===== src/rtl/bo_buffer_loader_if.sv =====
// Word-serial bias stream handshake for bo_buffer_loader.
interface bo_buffer_loader_if #(
  parameter int unsigned D_WL = 24
);
  logic            in_valid;
  logic [D_WL-1:0] in_data;
  logic            in_ready;

  modport master (output in_valid, output in_data, input in_ready);
  modport slave  (input in_valid, input in_data, output in_ready);
endinterface


===== src/rtl/bo_buffer_loader.sv =====
// Runtime-loadable output-gate bias table: packs UNITS_NUM scalars per row into DEPTH rows.
// Optional BO_RD_REG_EN registers the read port (one cycle of read latency).
module bo_buffer_loader #(
  parameter int unsigned D_WL      = 24,
  parameter int unsigned UNITS_NUM = 5,
  parameter int unsigned DEPTH     = 6
) (
  input  logic                      clk,
  input  logic                      rst_n,
  input  logic                      start,
  bo_buffer_loader_if.slave         sif,
  output logic                      busy,
  output logic                      done,
  output logic                      loaded,
  input  logic [7:0]                addr,
  output logic [UNITS_NUM*D_WL-1:0] w_o
);

  localparam int unsigned W  = UNITS_NUM * D_WL;
  localparam int unsigned SW = (UNITS_NUM > 1) ? $clog2(UNITS_NUM) : 1;
  localparam int unsigned AW = (DEPTH > 1) ? $clog2(DEPTH) : 1;

  typedef enum logic [0:0] {StIdle, StLoad} state_e;

  state_e          state_q;
  logic [W-1:0]    pack_q;
  logic [SW-1:0]   slot_q;
  logic [AW-1:0]   row_q;
  logic            done_q;
  logic            loaded_q;
  logic [W-1:0]    rows_q [DEPTH];

  logic            beat;
  logic            last_slot;
  logic            last_row;
  logic [W-1:0]    pack_nxt;
  logic [W-1:0]    rd_row;

  assign busy         = (state_q == StLoad);
  assign sif.in_ready = busy;
  assign done         = done_q;
  assign loaded       = loaded_q;

  assign beat      = sif.in_valid && busy;
  assign last_slot = (slot_q == SW'(UNITS_NUM - 1));
  assign last_row  = (row_q == AW'(DEPTH - 1));
  // First scalar of a row drifts up to the MSB slice, matching ROM literal order.
  assign pack_nxt  = (pack_q << D_WL) | W'(sif.in_data);

  always_ff @(posedge clk or negedge rst_n) begin
    if (!rst_n) begin
      state_q  <= StIdle;
      pack_q   <= '0;
      slot_q   <= '0;
      row_q    <= '0;
      done_q   <= 1'b0;
      loaded_q <= 1'b0;
      for (int i = 0; i < DEPTH; i++) rows_q[i] <= '0;
    end else begin
      done_q <= 1'b0;
      if (start) begin
        // A coinciding final beat still lands its row; any other beat is dropped.
        if (beat && last_slot && last_row) rows_q[row_q] <= pack_nxt;
        state_q  <= StLoad;
        pack_q   <= '0;
        slot_q   <= '0;
        row_q    <= '0;
        loaded_q <= 1'b0;
      end else if (beat) begin
        if (last_slot) begin
          rows_q[row_q] <= pack_nxt;
          pack_q        <= '0;
          slot_q        <= '0;
          if (last_row) begin
            row_q    <= '0;
            state_q  <= StIdle;
            done_q   <= 1'b1;
            loaded_q <= 1'b1;
          end else begin
            row_q <= row_q + AW'(1);
          end
        end else begin
          pack_q <= pack_nxt;
          slot_q <= slot_q + SW'(1);
        end
      end
    end
  end

  always_comb begin
    rd_row = '0;
    if (32'(addr) < DEPTH) rd_row = rows_q[addr[AW-1:0]];
  end

`ifdef BO_RD_REG_EN
  logic [W-1:0] rd_q;

  always_ff @(posedge clk or negedge rst_n) begin
    if (!rst_n) rd_q <= '0;
    else        rd_q <= rd_row;
  end

  assign w_o = rd_q;
`else
  assign w_o = rd_row;
`endif

endmodule


===== src/flat_wrapper.sv =====
// flat-port wrapper written by rule: the top's interface ports become plain ports
module bo_buffer_loader_flat 
#(
  parameter int unsigned D_WL      = 24,
  parameter int unsigned UNITS_NUM = 5,
  parameter int unsigned DEPTH     = 6
)
  (clk, rst_n, start, busy, done, loaded, addr, w_o, sif_in_valid, sif_in_data, sif_in_ready);
  bo_buffer_loader_if #(.D_WL(D_WL)) sif_i ();
  input  logic clk;
  input  logic rst_n;
  input  logic start;
  output logic busy;
  output logic done;
  output logic loaded;
  input  logic [7:0] addr;
  output logic [UNITS_NUM*D_WL-1:0] w_o;
  input wire logic [$bits(sif_i.in_valid)-1:0] sif_in_valid;
  input wire logic [$bits(sif_i.in_data)-1:0] sif_in_data;
  output wire logic [$bits(sif_i.in_ready)-1:0] sif_in_ready;
  assign sif_i.in_valid = sif_in_valid;
  assign sif_i.in_data = sif_in_data;
  assign sif_in_ready = sif_i.in_ready;
  bo_buffer_loader #(.D_WL(D_WL), .UNITS_NUM(UNITS_NUM), .DEPTH(DEPTH)) u_core (.clk(clk), .rst_n(rst_n), .start(start), .sif(sif_i), .busy(busy), .done(done), .loaded(loaded), .addr(addr), .w_o(w_o));
endmodule

===== config.mk =====
export PLATFORM = sky130hd
export DESIGN_NAME = bo_buffer_loader_flat
export DESIGN_NICKNAME = d
export VERILOG_FILES = /design/src/rtl/bo_buffer_loader_if.sv /design/src/rtl/bo_buffer_loader.sv /design/src/flat_wrapper.sv
export SDC_FILE = /design/constraint.sdc
export NUM_CORES = 1
export LEC_CHECK = 0
export CORE_AREA = 5 5 285 426
export DETAILED_ROUTE_END_ITERATION = 10
export DIE_AREA = 0 0 290 431
export GPL_ROUTABILITY_DRIVEN = 0
export GPL_TIMING_DRIVEN = 0
export MAX_ROUTING_LAYER = met4
export PLACE_DENSITY = 0.5
export SYNTH_ARGS = -nofsm -noshare
export SYNTH_HDL_FRONTEND = slang
export SYNTH_SLANG_ARGS = --single-unit
export TNS_END_PERCENT = 50

===== constraint.sdc =====
create_clock -name clk -period 3 [get_ports clk]
set_input_delay 0.75 -clock clk [delete_from_list [all_inputs] [get_ports clk]]
set_output_delay 0.75 -clock clk [all_outputs]
set_load 0.02 [all_outputs]

==> metrics.md <==
| Metric | Value |
|---|---|
| First-pass GRT wire length | 162,000 um |
| Layout area overhead | 23.2% |
| Met2 usage | 31.8% |
| Die height | 431 um |
| Starting DRT DRC Count | 1,118 |
| Final hold violations | 0 |
| Vias in the first global route | 24,142 |
| CTS tree | done |
| Top delay family on crit path | buffers and inverters |
| Sw frac | 23.2% |
| Failing checks | setup timing |
| Outcome | finished, violations left |
| Hold Path Class | reg -> reg |
| Die Span X | 290 um |
| Global routing's busiest layer | met2 |
| Latest clock arrival within the worst-skew pair | 0.67 ns |
| Pwr Density | 527 nW/um2 |
| Setup violators final | 6 |
| Critical path startpoint category | input pin |
| Post-synthesis cell area | 36,000 um2 |
| Worst setup startpoint | addr[6] |
| Wire length per cell | 25.4 um |
| Clock power share | 46.5% |
| Full die area | 125,000 um2 |
| Layout cells sized above 1 | 52.8% |
| Max-cap violations | 0 |
| Post-route cell area | 44,400 um2 |
| Syn_nets | 2,384 |
| DRT Wirelength | 108,000 um |
| Core footprint | 117,000 um2 |
| Largest net degree at the start of global routing | 124 |
| Required @ worst endpoint | 2.25 ns |
| Worst Tran Pin Value | 1.03 ns |
| FP Rows | 154 |
| Initial Util | 30.7% |
| P_sw | 5.43 mW |
| RSZ-0062 raised after global routing | true |
| Period utilization | 101% |
| WP data arrival | 2.29 ns |
| Gr usage total | 17.6% |
| DR vias | 21,428 |
| Vias per Instance | 5.05 |
| DRC | 0 |
| Clock Skew | 0.0221 ns |
| Max H-tree Level | 3 |
| R2R Path Start | u_core.busy |
| DP HPWL | 73,900 um |
| Fin. max-slew vios | 0 |
| Leak Pwr | 21.3 nW |
| Layout fillers | 11,109 |
| Layout net count | 2,653 |
| Slew Limit Headroom | 31.0% |
| Clk sink count | 825 |
| Register area share after synthesis | 57.3% |
| Max Clk Rate | 329 MHz |
| Logic pwr share | 5.0% |
| Placed Area | 40,000 um2 |
| #FFs+latches synth | 825 |
| Sequential Power Share | 48.5% |
| Num CTS Buffers | 83 |
| Met1 usage | 19.6% |
| Root buffer selected by CTS | clkbuf_16 |
| PortBufs | 157 |
| Yosys cell types | 29 |
| Mean Syn Cell Area | 15.3 um2 |
| Remaining antenna violation count | 0 |
| Max Fanout on Critical Path | 8 |
| Final core utilization | 37.9% |
| Clock tree buffer depth | 3 |
| Pre-CTS setup slack | -2.20 ns |
| Crit path max-delay cell type | a211oi_4 |
| YS warnings | 0 |
| Grt met3 use | 2.64% |
| Max VDD drop | 0.347 mV |
| Drt pass-1 iters | 5 |
| Internal power | 18.0 mW |
| WP buf/inv | 4 |
| Worst-case hold slack | 0.494 ns |
| Grt total ovfl | 0 |
| Mapped Cells | 2,346 |
| Fin worst setup slack | -0.0363 ns |
| Final setup TNS | -0.0862 ns |
| Crit path largest cell delay | 0.33 ns |
| Fin crit period | 3.04 ns |
| Crit-path cells | buf_6 -> nor4_4 -> nand2_4 -> clkbuf_16 -> clkbuf_16 -> a211oi_4 -> buf_6 |
| Setup CP Type | in -> out |
| I/O Pins | 160 |
| Reg clk slew, reported paths | 0.06 ns |
| Antenna violations before repair | 6 |
| CP endpoint kind | output port |
| Hold Crit Start | u_core.rows_q[54] |
power groups by stage:
stage / sequential [mW] / combinational, mW / clock (mW)
floorplan: 11.5 / 0.449 / 0
global placement: 11.6 / 0.933 / 0
detailed placement: 11.6 / 1.01 / 0
CTS: 11.3 / 1.18 / 11.2
global route: 11.3 / 1.28 / 11.6
finish: 11.3 / 1.17 / 10.9
cell type report:
class	count	area, um2	area share [%]
sequential	825	20600	46.5
buffer	182	1610	3.64
inverter	4	15.0	0.0339
clock inverter	32	463	1.04
tap	1560	1950	4.40
multi-input combinational	1335	15500	34.9
antenna	6	15.0	0.0339
timing repair buffer	184	1810	4.07
clock buffer	116	2370	5.35
routing by layer:
metal  up-vias  part of all wire, %  wire (um)
li1       9271                    -          -
met1     11609                   39      41600
met2       386                   54      58800
met3       162                  3.0       3260
met4         0                  4.0       4340
met5         -                    0          0
registers in the layout (all words and copies together), names as in the netlist:
| register | flops |
|---|---|
| u_core.slot_q | 3 |
| u_core.pack_q | 96 |
| u_core.done | 1 |
| u_core.busy | 1 |
| u_core.row_q | 3 |
| u_core.rows_q | 720 |
| u_core.loaded | 1 |
layout by cell type, fill, tap and decap left out, types with 9 or more instances in the layout:
cell             instances
mux2_1                  14
a22o_1                  97
a211oi_4                46
clkbuf_4                13
nor2_1                  79
mux2i_1                119
buf_2                  122
clkbuf_16              103
clkinv_2                15
clkdlybuf4s50_1         30
a211oi_2                51
buf_4                   36
nor2_2                  36
buf_16                  13
a211oi_1                19
clkbuf_2                21
mux2_2                 712
clkbuf_8                21
mux4_2                 120
buf_12                  10
clkbuf_1                40
bufinv_16                9
buf_6                   49
dfrtp_1                825
synth_stat cells:
cell type / n / area share (%)
a211oi_1: 115 / 2.4
a211oi_2: 1 / 0.035
a21o_1: 1 / 0.021
a21oi_1: 8 / 0.11
a22o_1: 97 / 2.4
and4_1: 1 / 0.024
buf_1: 10 / 0.10
buf_2: 91 / 1.3
buf_4: 2 / 0.042
buf_6: 9 / 0.28
clkbuf_1: 70 / 0.73
dfrtp_1: 825 / 57
ha_1: 2 / 0.069
inv_1: 4 / 0.042
mux2_1: 14 / 0.44
mux2_2: 712 / 22
mux2i_1: 119 / 3.3
mux4_2: 120 / 7.5
nand2_1: 4 / 0.042
nand2b_1: 2 / 0.035
nand3_1: 4 / 0.056
nand3b_1: 2 / 0.042
nand4_1: 1 / 0.017
nand4b_1: 3 / 0.073
nor2_1: 122 / 1.3
nor2b_1: 1 / 0.017
nor4_1: 2 / 0.035
o21ai_0: 3 / 0.042
or3_1: 1 / 0.017
worst paths after layout:
check / depth (start not counted) / end / slack, ns
worst max-delay path: 7 / w_o[68] / -0.04
worst min-delay path: 1 / u_core.rows_q[54] / 0.49
worst max register to register: 5 / u_core.pack_q[82] / 0.29
worst min register to register: 1 / u_core.rows_q[54] / 0.49
max in group asynchronous: 5 / u_core.rows_q[184] / 0.44
min in group asynchronous: 2 / u_core.rows_q[375] / 0.51
kinds of logic (layout without fill, tap and decap cells):
group | Yosys count | count (layout) | synth area share (%)
buffers and inverters | 186 | 518 | 2.46
other | 0 | 6 | 0
flip-flops | 825 | 825 | 57.3
AND/OR/NAND/NOR | 143 | 143 | 1.63
adder cells (fa/ha/maj) | 2 | 2 | 0.0695
AO/OA/AOI/OAI | 225 | 225 | 4.97
multiplexers | 965 | 965 | 33.5
per-stage QoR:
| step | std cells | power, mW |
|---|---|---|
| 2_1_floorplan | 2346 | 11.9 |
| 3_3_place_gp | 4063 | 12.5 |
| 3_5_place_dp | 4070 | 12.6 |
| 4_1_cts | 4233 | 23.7 |
| 5_1_grt | 4242 | 24.2 |
| 6_report | 4244 | 23.4 |
repair_timing:
item                                    4_1_cts  5_1_grt
gates cloned                                  8        3
resized for setup                           860       92
hold endpoints to repair                     16        0
hold buffers                                  1        0
setup buffers                                 6        2
endpoints found under the setup margin      358      147
pin swaps                                    20       20
(Power assumes the default switching activity.)
